<file path="src/rtl/instruction_fetch_unit.sv">
// Fetch stage: PC sequencing, combinational program-memory lookup and the IF/ID register.
// Latency: one edge from PC to IF/ID; a redirect costs one bubble; stall holds PC and IF/ID.
module instruction_fetch_unit #(
    parameter int unsigned           MEMORY_DEPTH = 64,
    parameter int unsigned           DATA_WIDTH   = 32,
    parameter logic [DATA_WIDTH-1:0] TEXT_BASE    = 32'h0040_0000,
    localparam int unsigned          ADDR_WIDTH   = (MEMORY_DEPTH > 1) ? $clog2(MEMORY_DEPTH) : 1
) (
    input  logic                  clk,
    input  logic                  reset,
    input  logic                  stall_i,
    input  logic                  flush_i,
    input  logic                  branch_taken_i,
    input  logic [DATA_WIDTH-1:0] branch_target_i,
    input  logic [DATA_WIDTH-1:0] instruction_mem_i,
    output logic [ADDR_WIDTH-1:0] rom_address_o,
    output logic [DATA_WIDTH-1:0] pc_o,
    output logic [DATA_WIDTH-1:0] ifid_instruction_o,
    output logic [DATA_WIDTH-1:0] ifid_pc_o,
    output logic [DATA_WIDTH-1:0] ifid_pc_plus4_o,
    output logic                  ifid_valid_o,
    output logic                  misaligned_o,
    output logic [DATA_WIDTH-1:0] fetch_count_o
);

    localparam logic [DATA_WIDTH-1:0] NOP_INSTR = DATA_WIDTH'(32'h0000_0013);

    logic [DATA_WIDTH-1:0] pc_q, pc_d;
    logic [DATA_WIDTH-1:0] ifid_instr_q, ifid_instr_d;
    logic [DATA_WIDTH-1:0] ifid_pc_q, ifid_pc_d;
    logic [DATA_WIDTH-1:0] ifid_pc4_q, ifid_pc4_d;
    logic                  ifid_vld_q, ifid_vld_d;
    logic                  misaligned_q, misaligned_d;
    logic [DATA_WIDTH-1:0] fetch_cnt_q, fetch_cnt_d;

    logic [DATA_WIDTH-1:0] pc_plus4;
    logic [DATA_WIDTH-1:0] pc_offset;
    logic [DATA_WIDTH-1:0] branch_pc;

    assign pc_plus4  = pc_q + DATA_WIDTH'(4);
    assign pc_offset = pc_q - TEXT_BASE;
    assign branch_pc = {branch_target_i[DATA_WIDTH-1:2], 2'b00};

    // Out-of-range PCs simply alias into the memory by truncation.
    assign rom_address_o = ADDR_WIDTH'(pc_offset >> 2);

    always_comb begin
        pc_d         = pc_plus4;
        misaligned_d = branch_taken_i && (branch_target_i[1:0] != 2'b00);
        ifid_instr_d = ifid_instr_q;
        ifid_pc_d    = ifid_pc_q;
        ifid_pc4_d   = ifid_pc4_q;
        ifid_vld_d   = ifid_vld_q;
        fetch_cnt_d  = fetch_cnt_q;

        if (branch_taken_i) begin
            pc_d = branch_pc;
        end else if (stall_i) begin
            pc_d = pc_q;
        end

        // A redirect or flush outranks stall so a stalled stage can still be squashed.
        if (branch_taken_i || flush_i) begin
            ifid_instr_d = NOP_INSTR;
            ifid_pc_d    = '0;
            ifid_pc4_d   = '0;
            ifid_vld_d   = 1'b0;
        end else if (!stall_i) begin
            ifid_instr_d = instruction_mem_i;
            ifid_pc_d    = pc_q;
            ifid_pc4_d   = pc_plus4;
            ifid_vld_d   = 1'b1;
            fetch_cnt_d  = fetch_cnt_q + DATA_WIDTH'(1);
        end
    end

    always_ff @(posedge clk) begin
        if (reset) begin
            pc_q         <= TEXT_BASE;
            ifid_instr_q <= NOP_INSTR;
            ifid_pc_q    <= '0;
            ifid_pc4_q   <= '0;
            ifid_vld_q   <= 1'b0;
            misaligned_q <= 1'b0;
            fetch_cnt_q  <= '0;
        end else begin
            pc_q         <= pc_d;
            ifid_instr_q <= ifid_instr_d;
            ifid_pc_q    <= ifid_pc_d;
            ifid_pc4_q   <= ifid_pc4_d;
            ifid_vld_q   <= ifid_vld_d;
            misaligned_q <= misaligned_d;
            fetch_cnt_q  <= fetch_cnt_d;
        end
    end

    assign pc_o               = pc_q;
    assign ifid_instruction_o = ifid_instr_q;
    assign ifid_pc_o          = ifid_pc_q;
    assign ifid_pc_plus4_o    = ifid_pc4_q;
    assign ifid_valid_o       = ifid_vld_q;
    assign misaligned_o       = misaligned_q;
    assign fetch_count_o      = fetch_cnt_q;

endmodule

</file>
<file path="config.mk">
export PLATFORM = sky130hd
export DESIGN_NAME = instruction_fetch_unit
export DESIGN_NICKNAME = d
export VERILOG_FILES = /design/src/rtl/instruction_fetch_unit.sv
export SDC_FILE = /design/constraint.sdc
export NUM_CORES = 1
export LEC_CHECK = 0
export CAP_MARGIN = 10
export CORE_MARGIN = 2
export CORE_UTILIZATION = 45
export DETAILED_ROUTE_END_ITERATION = 10
export PLACE_DENSITY = 0.79
export SLEW_MARGIN = 10
export SYNTH_ARGS = -nofsm -noshare
export SYNTH_HDL_FRONTEND = slang
export SYNTH_SLANG_ARGS = --single-unit
</file>
<file path="constraint.sdc">
create_clock -name clk -period 2.21 [get_ports clk]
set_input_delay 0.663 -clock clk [delete_from_list [all_inputs] [get_ports clk]]
set_output_delay 0.663 -clock clk [all_outputs]
set_load 0.005 [all_outputs]
</file>
Word-level counts from Yosys, hierarchy flattened --
Cells that the tools add are included. W data, S select, Z words.
Storage, ports and cells: output and inout bits 168, bits in registers 162, input port bits 69, word-level logic and storage cells 22
Cells by class: multiplexer cells 2, reductions and logical operators 6, bitwise operators 2, equal/unequal tests 1, $add $sub $neg 3
Operator list (number):
- $mux W32 | 2
- $add A32 B1 Y32 const B | 1
- $add A32 B3 Y32 const B | 1
- $sub A8 B1 Y8 const B | 1
- $reduce_or A2 Y1 | 2
- $ne A2 B1 Y1 const B | 1
- $not A1 Y1 | 2
- $reduce_and A2 Y1 | 1
- $reduce_bool A2 Y1 | 1
- $logic_and A1 B1 Y1 | 1
- $logic_or A1 B1 Y1 | 1

Logic depth before layout (Yosys ltp) --
depth after elaboration 3, gate-level depth with buffers 7, mapped depth without buffers 6

Least setup slack after synthesis --
No wires, ideal clock.
path kind input port to flip-flop, from input port stall_i, to register fetch_cnt_q[29], in the netlist fetch_count_o[29], buffers on the path 0, setup time 71 ps, data arrival time 2001 ps, path slack 139 ps, stages on the path 5, required time 2139 ps, cell sequence nor3_2 -> nand4_1 -> or3_1 -> or3_1 -> a21oi_1
On the way: cells in the longest elaborated chain, start to end 2
RTL lines:
- start: declaration | line 11 | input logic stall_i,
- $not A1 Y1 (no source line)
- $reduce_and A2 Y1 (no source line)
- end signal: assignment | line 93 | fetch_cnt_q <= fetch_cnt_d;
- end: declaration | line 34 | logic [DATA_WIDTH-1:0] fetch_cnt_q, fetch_cnt_d;
Every way passes these cells. A chain may end at the register's enable or synchronous reset.

Worst setup path after layout --
from register pc_q[7], in the netlist pc_o[7], to output port rom_address_o[5]
On the way: cells in the longest elaborated chain, start to end 1
RTL lines:
- start: declaration | line 28 | logic [DATA_WIDTH-1:0] pc_q, pc_d;
- start signal: assignment | line 87 | pc_q <= pc_d;
- $sub A8 B1 Y8 | line 41 | assign pc_offset = pc_q - TEXT_BASE;
- end: declaration | line 16 | output logic [ADDR_WIDTH-1:0] rom_address_o,
Every way passes these cells.

==> flow_summary.json <==
{
  "synth-edff-count": 0,
  "fill_cells": 1163,
  "intPower_mw": 5.107,
  "clock_latency_ps": 420,
  "period_minus_slack_ps": 2144,
  "cts_tree": "yes",
  "io_buffers": 230,
  "ctsHtreeMaxLevel": 4,
  "final.setup_skew_ps": 5.458,
  "fin_util_pct": 68.35,
  "placed_area_mm2": 0.009732,
  "vias": 6627,
  "synth_warnings": 0,
  "p_per_area_mw_per_mm2": 640.8,
  "reg2reg_depth": 6,
  "dp.cells": 1215,
  "ctsHoldBuffers": 0,
  "remaining_drc_errors": 0,
  "synth-simple-area-share_pct": 22.83,
  "hpwlAfterDp_um": 15430,
  "synthFlopType": "dfxtp_1",
  "grt_pass1_wl_um": 32740,
  "worstHoldStart": "ifid_pc_plus4_o[10]",
  "muxShareOfSynthArea_pct": 8.477,
  "dieArea_mm2": 0.01649,
  "seq_area_frac_synth_pct": 44.83,
  "syn_to_final_growth_pct": 48.60,
  "outcome": "finished, final reports clean",
  "worst-path-max-fanout": 5,
  "synth_top_family_by_area": "simple AND/OR/NAND/NOR gates",
  "die_w_um": 128.4,
  "cts_made_buffers": 17,
  "rsz0062_at_grt": "no",
  "comb_power_share_pct": 11.2,
  "vias_per_cell": 5.319,
  "gr-usage-all-layers_pct": 25.39,
  "grt_overflow": 0,
  "avgRoutedWirePerCell_um": 17.00,
  "r2r_start": "pc_o[3]",
  "critPathKind": "flop to output pin",
  "synth_top_cell_by_area": "dfxtp_1",
  "synth.top_cells.by_area": "dfxtp_1, mux2i_1, nor2_1",
  "syn-mean-instance-area_um2": 8.796,
  "clock-root-buffer": "clkbuf_16",
  "drv_slew": 0,
  "rr_endpoint": "pc_o[28]",
  "critPathLaunchType": "flop",
  "synthCells": 792,
  "timing.hold.ws_ps": 463.2,
  "dp_slack_ps": -322.7,
  "power.leakage_nw": 3.805,
  "vdd_drop_max_uv": 541.4,
  "synthAdderAreaFrac_pct": 0.3592,
  "synth_compound_area_share_pct": 7.974,
  "core-area_mm2": 0.01515,
  "gp_congestion": 0.8663,
  "synthXorXnorAreaFrac_pct": 9.932,
  "period_share_pct": 97.00,
  "cts.sinks": 156,
  "rows": 45,
  "antenna_found_initial": 1,
  "switchingPower_mw": 1.528,
  "diodes": 0,
  "ff2ff_setup_slack_ps": 180,
  "grt_max_degree": 62,
  "hold_end": "ifid_pc_plus4_o[10]",
  "synth_top_area_share_pct": 44.83,
  "max_freq_mhz": 466.5,
  "ys_top_cells_by_count": "dfxtp_1, nor2_1, mux2i_1, nand2_1, xnor2_1",
  "cp.required_ps": 1550,
  "final_cells": 1246,
  "initial_utilization_pct": 46.00,
  "drt_iter0_drc": 368,
  "nets": 1117,
  "slowest_delay_ps": 500,
  "final_antenna_net_count": 0,
  "synth-seq-cells": 156,
  "switching_share_pct": 23.03,
  "hp-class": "flop to flop",
  "synth.distinct_cells": 46,
  "die_y_um": 128.4,
  "design_area_mm2": 0.01035,
  "worstPathCellList": "buf_4 > clkdlybuf4s50_1",
  "p_total_mw": 6.634,
  "syn_area_mm2": 0.006967,
  "clockBufferDepth": 2,
  "maxCapViolCount": 0,
  "finalWorstSetupSlack_ps": 66.23,
  "clk_pin_slew_ps": 60,
  "setup_violations": 0,
  "dr.pass1.iters": 5,
  "tns_ps": 0,
  "hold_depth": 2,
  "cp-end-kind": "output pin",
  "drive_gt1_share_pct": 12.29,
  "pwr-share-clk_pct": 44.6,
  "async_reset_ff_share_pct": 0,
  "finalHoldViolCount": 0,
  "routed_wl_um": 21190,
  "yosys.cell_count.top_type": "dfxtp_1",
  "grt_pass1_vias": 6290,
  "critPathSlowestCell": "clkdlybuf4s50_1",
  "seqPwrFrac_pct": 44.2,
  "ios": 237,
  "arrival_ps": 1480
}
## sequential cells by signal, indices dropped and copies added, names as in the netlist
name,count
ifid_valid_o,1
ifid_instruction_o,32
ifid_pc_o,30
fetch_count_o,32
ifid_pc_plus4_o,30
misaligned_o,1
pc_o,30
## worst max-delay path, delay by kind of cell (launching register included)
| kind | cells | cell delay (ps) |
|---|---|---|
| DFF | 1 | 390 |
| buffers and inverters | 2 | 660 |
## how the worst max path moves through the flow
stage | startpoint | to | slack [ps] | cells after the start
2_1_floorplan | stall_i | fetch_count_o[29] | 140 | 5
3_3_place_gp | branch_taken_i | fetch_count_o[29] | -290 | 7
3_5_place_dp | branch_taken_i | fetch_count_o[29] | -320 | 7
4_1_cts | pc_o[11] | pc_o[11] | 9 | 2
5_1_grt | branch_taken_i | fetch_count_o[13] | 0.5 | 8
6_report | pc_o[7] | rom_address_o[5] | 70 | 2
## kinds of logic after synthesis
kind of cell / after synthesis
flops: 156
compound gates: 97
buf+inv: 81
other cells: 1
fa+ha+maj: 2
xor+xnor: 79
simple gates: 317
mux: 59
## power groups by stage
| stage | Clock [mW] | Sequential [mW] | Combinational (mW) |
|---|---|---|---|
| 2_1_floorplan | 0 | 3.00 | 0.322 |
| 3_3_place_gp | 0 | 2.99 | 0.726 |
| 3_5_place_dp | 0 | 2.99 | 0.733 |
| 4_1_cts | 2.99 | 2.93 | 0.742 |
| 5_1_grt | 3.12 | 2.94 | 0.795 |
| 6_report | 2.96 | 2.94 | 0.741 |
## per-layer routing
layer | vias to the layer above | part of all wire (%) | track usage [%]
li1 | 3220 | - | -
met1 | 3071 | 40 | 30.00
met2 | 290 | 48 | 41.83
met3 | 44 | 10 | 10.31
met4 | 2 | 2.3 | 8.985
met5 | - | 0.061 | 0
## final cells by class
| type | count | area, µm² | share of cell area (%) |
|---|---|---|---|
| timing repair buffer | 298 | 2850 | 27.53 |
| sequential | 156 | 3132 | 30.25 |
| multi-input combinational | 560 | 3487 | 33.68 |
| clock buffer | 19 | 452.9 | 4.375 |
| clock inverter | 12 | 146.4 | 1.414 |
| tap | 188 | 235.2 | 2.272 |
| inverter | 13 | 48.80 | 0.4714 |
## layout by cell type (no fill, tap or decap), drive strengths merged, types with 27 or more instances in the layout
| master | instances |
|---|---|
| buf | 70 |
| o21ai | 27 |
| nor3 | 27 |
| nor4 | 28 |
| mux2i | 59 |
| a21oi | 48 |
| nand2 | 55 |
| xnor2 | 53 |
| dfxtp | 156 |
| nor2 | 131 |
| clkdlybuf4s50 | 225 |
## what timing repair did
item | 4_1_cts | 5_1_grt
resized for setup | 3 | 7
buffers inserted | 0 | 0
endpoints found under the setup margin | 5 | 8
Note: power is estimated with default switching activity, not from simulation.
